--- src/rtl/alu_ctrl.sv ---
// Command/response sequencer in front of a registered ALU: issue, capture flags and result, hand back.
// Optional macro DIV_ZERO_CHECK_EN rejects divide-by-zero commands with an error response.
module alu_ctrl (
  input  logic        CLK,
  input  logic        RST,
  input  logic        CMD_VALID,
  output logic        CMD_READY,
  input  logic [15:0] CMD_A,
  input  logic [15:0] CMD_B,
  input  logic [3:0]  CMD_FUN,
  output logic [15:0] A,
  output logic [15:0] B,
  output logic [3:0]  ALU_FUN,
  input  logic [15:0] ALU_OUT,
  input  logic        Arith_Flag,
  input  logic        Logic_Flag,
  input  logic        CMP_Flag,
  input  logic        Shift_Flag,
  output logic        RES_VALID,
  input  logic        RES_READY,
  output logic [15:0] RES_DATA,
  output logic [3:0]  RES_CLASS,
  output logic [3:0]  RES_TAG,
  output logic        RES_ERR
);

  localparam logic [3:0] FunNop = 4'b1111;

  typedef enum logic [1:0] {StIdle, StIssue, StCapture, StResp} state_e;

  state_e      r_state;
  logic        r_cmd_ready;
  logic        r_res_valid;
  logic [15:0] r_a;
  logic [15:0] r_b;
  logic [3:0]  r_fun;
  logic [15:0] r_data;
  logic [3:0]  r_class;
  logic [3:0]  r_tag;
  logic [3:0]  r_tag_cnt;

  logic        w_accept;
  logic        w_div_zero;

  assign w_accept = CMD_VALID && r_cmd_ready;

`ifdef DIV_ZERO_CHECK_EN
  logic r_err;

  assign w_div_zero = (CMD_FUN == 4'b0011) && (CMD_B == 16'h0000);

  always_ff @(posedge CLK) begin
    if (RST) begin
      r_err <= 1'b0;
    end else if (r_state == StIdle && w_accept) begin
      r_err <= w_div_zero;
    end
  end

  assign RES_ERR = r_err;
`else
  assign w_div_zero = 1'b0;
  assign RES_ERR    = 1'b0;
`endif

  always_ff @(posedge CLK) begin
    if (RST) begin
      r_state     <= StIdle;
      r_cmd_ready <= 1'b1;
      r_res_valid <= 1'b0;
      r_a         <= 16'h0000;
      r_b         <= 16'h0000;
      r_fun       <= FunNop;
      r_data      <= 16'h0000;
      r_class     <= 4'b0000;
      r_tag       <= 4'h0;
      r_tag_cnt   <= 4'h0;
    end else begin
      case (r_state)
        StIdle: begin
          if (w_accept) begin
            r_tag       <= r_tag_cnt;
            r_tag_cnt   <= r_tag_cnt + 4'd1;
            r_cmd_ready <= 1'b0;
            if (w_div_zero) begin
              // Rejected: ALU never sees the command, response is synthesised here.
              r_data      <= 16'hFFFF;
              r_class     <= 4'b1000;
              r_res_valid <= 1'b1;
              r_state     <= StResp;
            end else begin
              r_a     <= CMD_A;
              r_b     <= CMD_B;
              r_fun   <= CMD_FUN;
              r_state <= StIssue;
            end
          end
        end
        StIssue: begin
          r_class <= {Arith_Flag, Logic_Flag, CMP_Flag, Shift_Flag};
          r_state <= StCapture;
        end
        StCapture: begin
          // ALU_OUT now reflects the operands presented during the issue cycle.
          r_data      <= ALU_OUT;
          r_fun       <= FunNop;
          r_res_valid <= 1'b1;
          r_state     <= StResp;
        end
        StResp: begin
          if (RES_READY) begin
            r_res_valid <= 1'b0;
            r_cmd_ready <= 1'b1;
            r_state     <= StIdle;
          end
        end
        default: begin
          r_state     <= StIdle;
          r_cmd_ready <= 1'b1;
          r_res_valid <= 1'b0;
          r_fun       <= FunNop;
        end
      endcase
    end
  end

  assign CMD_READY = r_cmd_ready;
  assign RES_VALID = r_res_valid;
  assign A         = r_a;
  assign B         = r_b;
  assign ALU_FUN   = r_fun;
  assign RES_DATA  = r_data;
  assign RES_CLASS = r_class;
  assign RES_TAG   = r_tag;

endmodule

--- config.mk ---
export PLATFORM = sky130hd
export DESIGN_NAME = alu_ctrl
export DESIGN_NICKNAME = d
export VERILOG_FILES = /design/src/rtl/alu_ctrl.sv
export SDC_FILE = /design/constraint.sdc
export NUM_CORES = 1
export LEC_CHECK = 0
export CORE_AREA = 2 2 92 94
export CTS_CLUSTER_SIZE = 25
export DETAILED_ROUTE_END_ITERATION = 7
export DIE_AREA = 0 0 94 96
export DONT_BUFFER_PORTS = 1
export HOLD_SLACK_MARGIN = 0.06
export PLACE_DENSITY_LB_ADDON = 0.12
export SETUP_SLACK_MARGIN = 0.2
export SYNTH_ARGS = -nofsm -noshare
export SYNTH_HDL_FRONTEND = slang
export SYNTH_SLANG_ARGS = --single-unit
--- constraint.sdc ---
create_clock -name CLK -period 2.38 [get_ports CLK]
set_clock_uncertainty 0.15 [all_clocks]
set_input_delay 0.357 -clock CLK [delete_from_list [all_inputs] [get_ports CLK]]
set_output_delay 0.357 -clock CLK [all_outputs]
set_load 0.01 [all_outputs]
==> metrics.csv <==
metric,value,unit
Detailed Route WL,6.21,mm
drt initial violations,59,
Area Growth Syn to Fin,33.0,%
Placer Congestion,0.770,
gr busiest metal,met2,
First-pass DRT Iterations,4,
Yosys warning total,0,
Hold Crit Class,input pin to flip-flop,
worst path cell trace,inv_1 -> ha_1 -> nor2b_1 -> a21oi_1 -> nor2_1 -> dlygate4sd3_1,
adder-cell area share of the yosys netlist,3.89,%
Switching Share,34.1,%
Finished Cell Area,3420,um^2
number of remaining DRC errors,0,
Global Route met3 Usage,5.64,%
register area share after synthesis,52.9,%
Seq cells post-synth,68,
power density cells,1010,nW/um^2
Async SR Flop Fraction,0,%
GR Util met1,15.3,%
maxcap violations,0,
Place WS,0.571,ns
Fin. Hold Viols,0,
Compound-Gate Fraction of Synth Area,10.7,%
# H-tree levels,3,
clk root buf,clkbuf_8,
crit-path leading delay family,buffers and inverters,
share of layout cells above drive strength 1,5.95,%
syn_area_per_cell,8.72,um^2
power share of the clock group,28.2,%
Syn Inst Count,295,
vias in the first global route,2092,
Post-Synth Simple-Gate Area,18.6,%
Setup Viol. Count Final,0,
crit path time final,1.92,ns
placed insts,384,
Crit path buffers/inverters,2,
TritonCTS buffer count,9,
Worst-Skew Late Latency,0.34,ns
largest family of logic cells by synthesized area,simple AND/OR/NAND/NOR gates,
Finished Layout Cells,458,
multiplexer share of the synthesized area,7.79,%
Max VDD drop,0.279,mV
Global Route Usage Sum,13.7,%
TritonCTS clock tree,yes,
dpl cell area,2620,um^2
final max-slew violation count,0,
first-pass GRT wire length,9.54,mm
DR vias,2105,
post-synthesis cell area,2570,um^2
Die X,94,um
CP Capture Type,flip-flop,
I/O Buffers,0,
total clock sinks,68,
Startpoint Class,flip-flop,
crit path max fanout,5,
initial antenna violation count,0,
pin count of the biggest net entering global routing,75,
combinational power share,24.9,%
Flop pwr share,46.9,%
vias per cell,4.60,
Int Power,2.27,mW
RSZ-0062 raised after global routing,no,
# IOs,123,
number of synthesized flops with an enable pin,0,
fin crit share,80.6,%
Critical Path AT,2.00,ns
DRT antenna net count,0,
grt met2 use,22.7,%
setup TNS,0,ns
drt wl/cell,13.6,um
core area,8050,um^2
DIE AREA,9020,um^2
CP max-delay cell,dlygate4sd3_1,
Die Height,96,um
Worst-path clk slew,0.08,ns
Pleak,1.28,nW
Post-Syn Nets,363,
prevailing post-synth register cell,dfxtp_1,
XOR/XNOR Fraction of Synth Area,0.681,%
largest stage delay on the critical path,0.55,ns
Psw,1.17,mW
Synth cell types,25,
row cnt,33,
GRT Residual Overflow,0,
crit path kind,flip-flop to flip-flop,
initial core utilization,31.9,%
# diodes,0,
f_max,521,MHz
status,"finished, final reports clean",
Worst Path Required,2.47,ns
HPWL after DPL,3.89,mm
clk buf depth,2,
PnR worst setup slack,0.462,ns
nets,416,
placed cells by master, fill, tap and decap left out:
master,count
buf_16,1
or3_1,1
o21ai_0,4
dfxtp_1,68
o41ai_1,2
a21boi_0,1
xor2_1,1
nor2_1,29
a21oi_1,44
buf_4,5
mux2i_1,20
and3_1,1
dlygate4sd3_1,57
clkinv_2,2
nand3_1,2
xnor2_1,1
nor2b_1,5
conb_1,1
nand4_1,1
ha_1,8
o311ai_0,1
clkbuf_1,1
nand2_1,76
clkbuf_8,11
nor4_1,4
clkinvlp_4,1
inv_1,4
bufinv_16,1
cells by family (layout without fill, tap and decap cells):
family | Yosys count | count (layout)
flip-flops | 68 | 68
XOR/XNOR | 2 | 2
other | 1 | 1
multiplexers | 20 | 20
AO/OA/AOI/OAI | 52 | 52
adder cells (fa/ha/maj) | 8 | 8
buffers and inverters | 25 | 83
AND/OR/NAND/NOR | 119 | 119
path summary, 6_finish.rpt:
kind	startpoint	end	slack [ns]	cells past startpoint
min reg2reg	r_tag_cnt[3]	RES_TAG[3]	0.32	2
max reg2reg	r_state[0]	RES_VALID	0.46	6
max	r_state[0]	RES_VALID	0.46	6
min	CMD_VALID	CMD_READY	0.09	3
worst reg2reg max path, cell delays in order, from the launching register on:
cell and delay, ns:
dfxtp_1 0.40, inv_1 0.12, ha_1 0.27, nor2b_1 0.15, a21oi_1 0.12, nor2_1 0.05
dlygate4sd3_1 0.55
cell type report:
| cell class | count | area (um^2) |
|---|---|---|
| repair buffers | 63 | 636 |
| inverters | 4 | 15.0 |
| clock buffers | 12 | 155 |
| well taps | 105 | 131 |
| fillers | 816 | 4630 |
| multi-input cells | 202 | 1070 |
| clock inverters | 4 | 47.5 |
| flip-flops and latches | 68 | 1360 |
layer usage:
layer	share of wire (%)	vias up
li1	-	1073
met5	0	-
met2	48	69
met3	8.5	11
met4	1.4	0
met1	43	952
state kept, by name (all words and copies together) (netlist names):
name,cells
RES_DATA,16
r_tag_cnt,4
RES_TAG,4
r_state,2
CMD_READY,1
A,16
B,16
RES_VALID,1
ALU_FUN,4
RES_CLASS,4
cells in the mapped netlist, types with 2 or more instances:
library cell,instances,area share (%)
a21oi_1,44,8.6
buf_2,3,0.58
buf_4,6,1.8
buf_6,2,0.88
clkbuf_1,9,1.3
dfxtp_1,68,53
ha_1,8,3.9
inv_1,4,0.58
mux2i_1,20,7.8
nand2_1,76,11
nand3_1,2,0.39
nor2_1,29,4.2
nor2b_1,5,1.2
nor4_1,4,0.97
o21ai_0,4,0.78
o41ai_1,2,0.68
power by group through the flow:
stage | clock network [mW] | registers [mW] | logic, mW
3_3_place_gp | 0 | 1.64 | 0.751
3_5_place_dp | 0 | 1.65 | 0.764
2_1_floorplan | 0 | 1.59 | 0.679
6_report | 0.974 | 1.62 | 0.858
5_1_grt | 1.05 | 1.65 | 0.982
4_1_cts | 1.01 | 1.62 | 0.871
metrics by stage:
| stage | hold WS [ns] | utilization, % | power [mW] |
|---|---|---|---|
| after floorplan | 0.287 | - | 2.27 |
| after global placement | 0.283 | 32.5 | 2.39 |
| after detailed placement | 0.287 | 32.5 | 2.41 |
| after CTS | 0.0788 | 42.5 | 3.50 |
| after global routing | 0.139 | 42.5 | 3.68 |
| final | 0.0931 | 42.5 | 3.45 |
timing repair:
item,in CTS,in global routing
hold buffers,58,0
setup endpoints to repair,0,0
endpoints found under the hold margin,68,0
buffers inserted,0,0
gates resized for setup,0,0
Power figures use the tool's default switching activity.
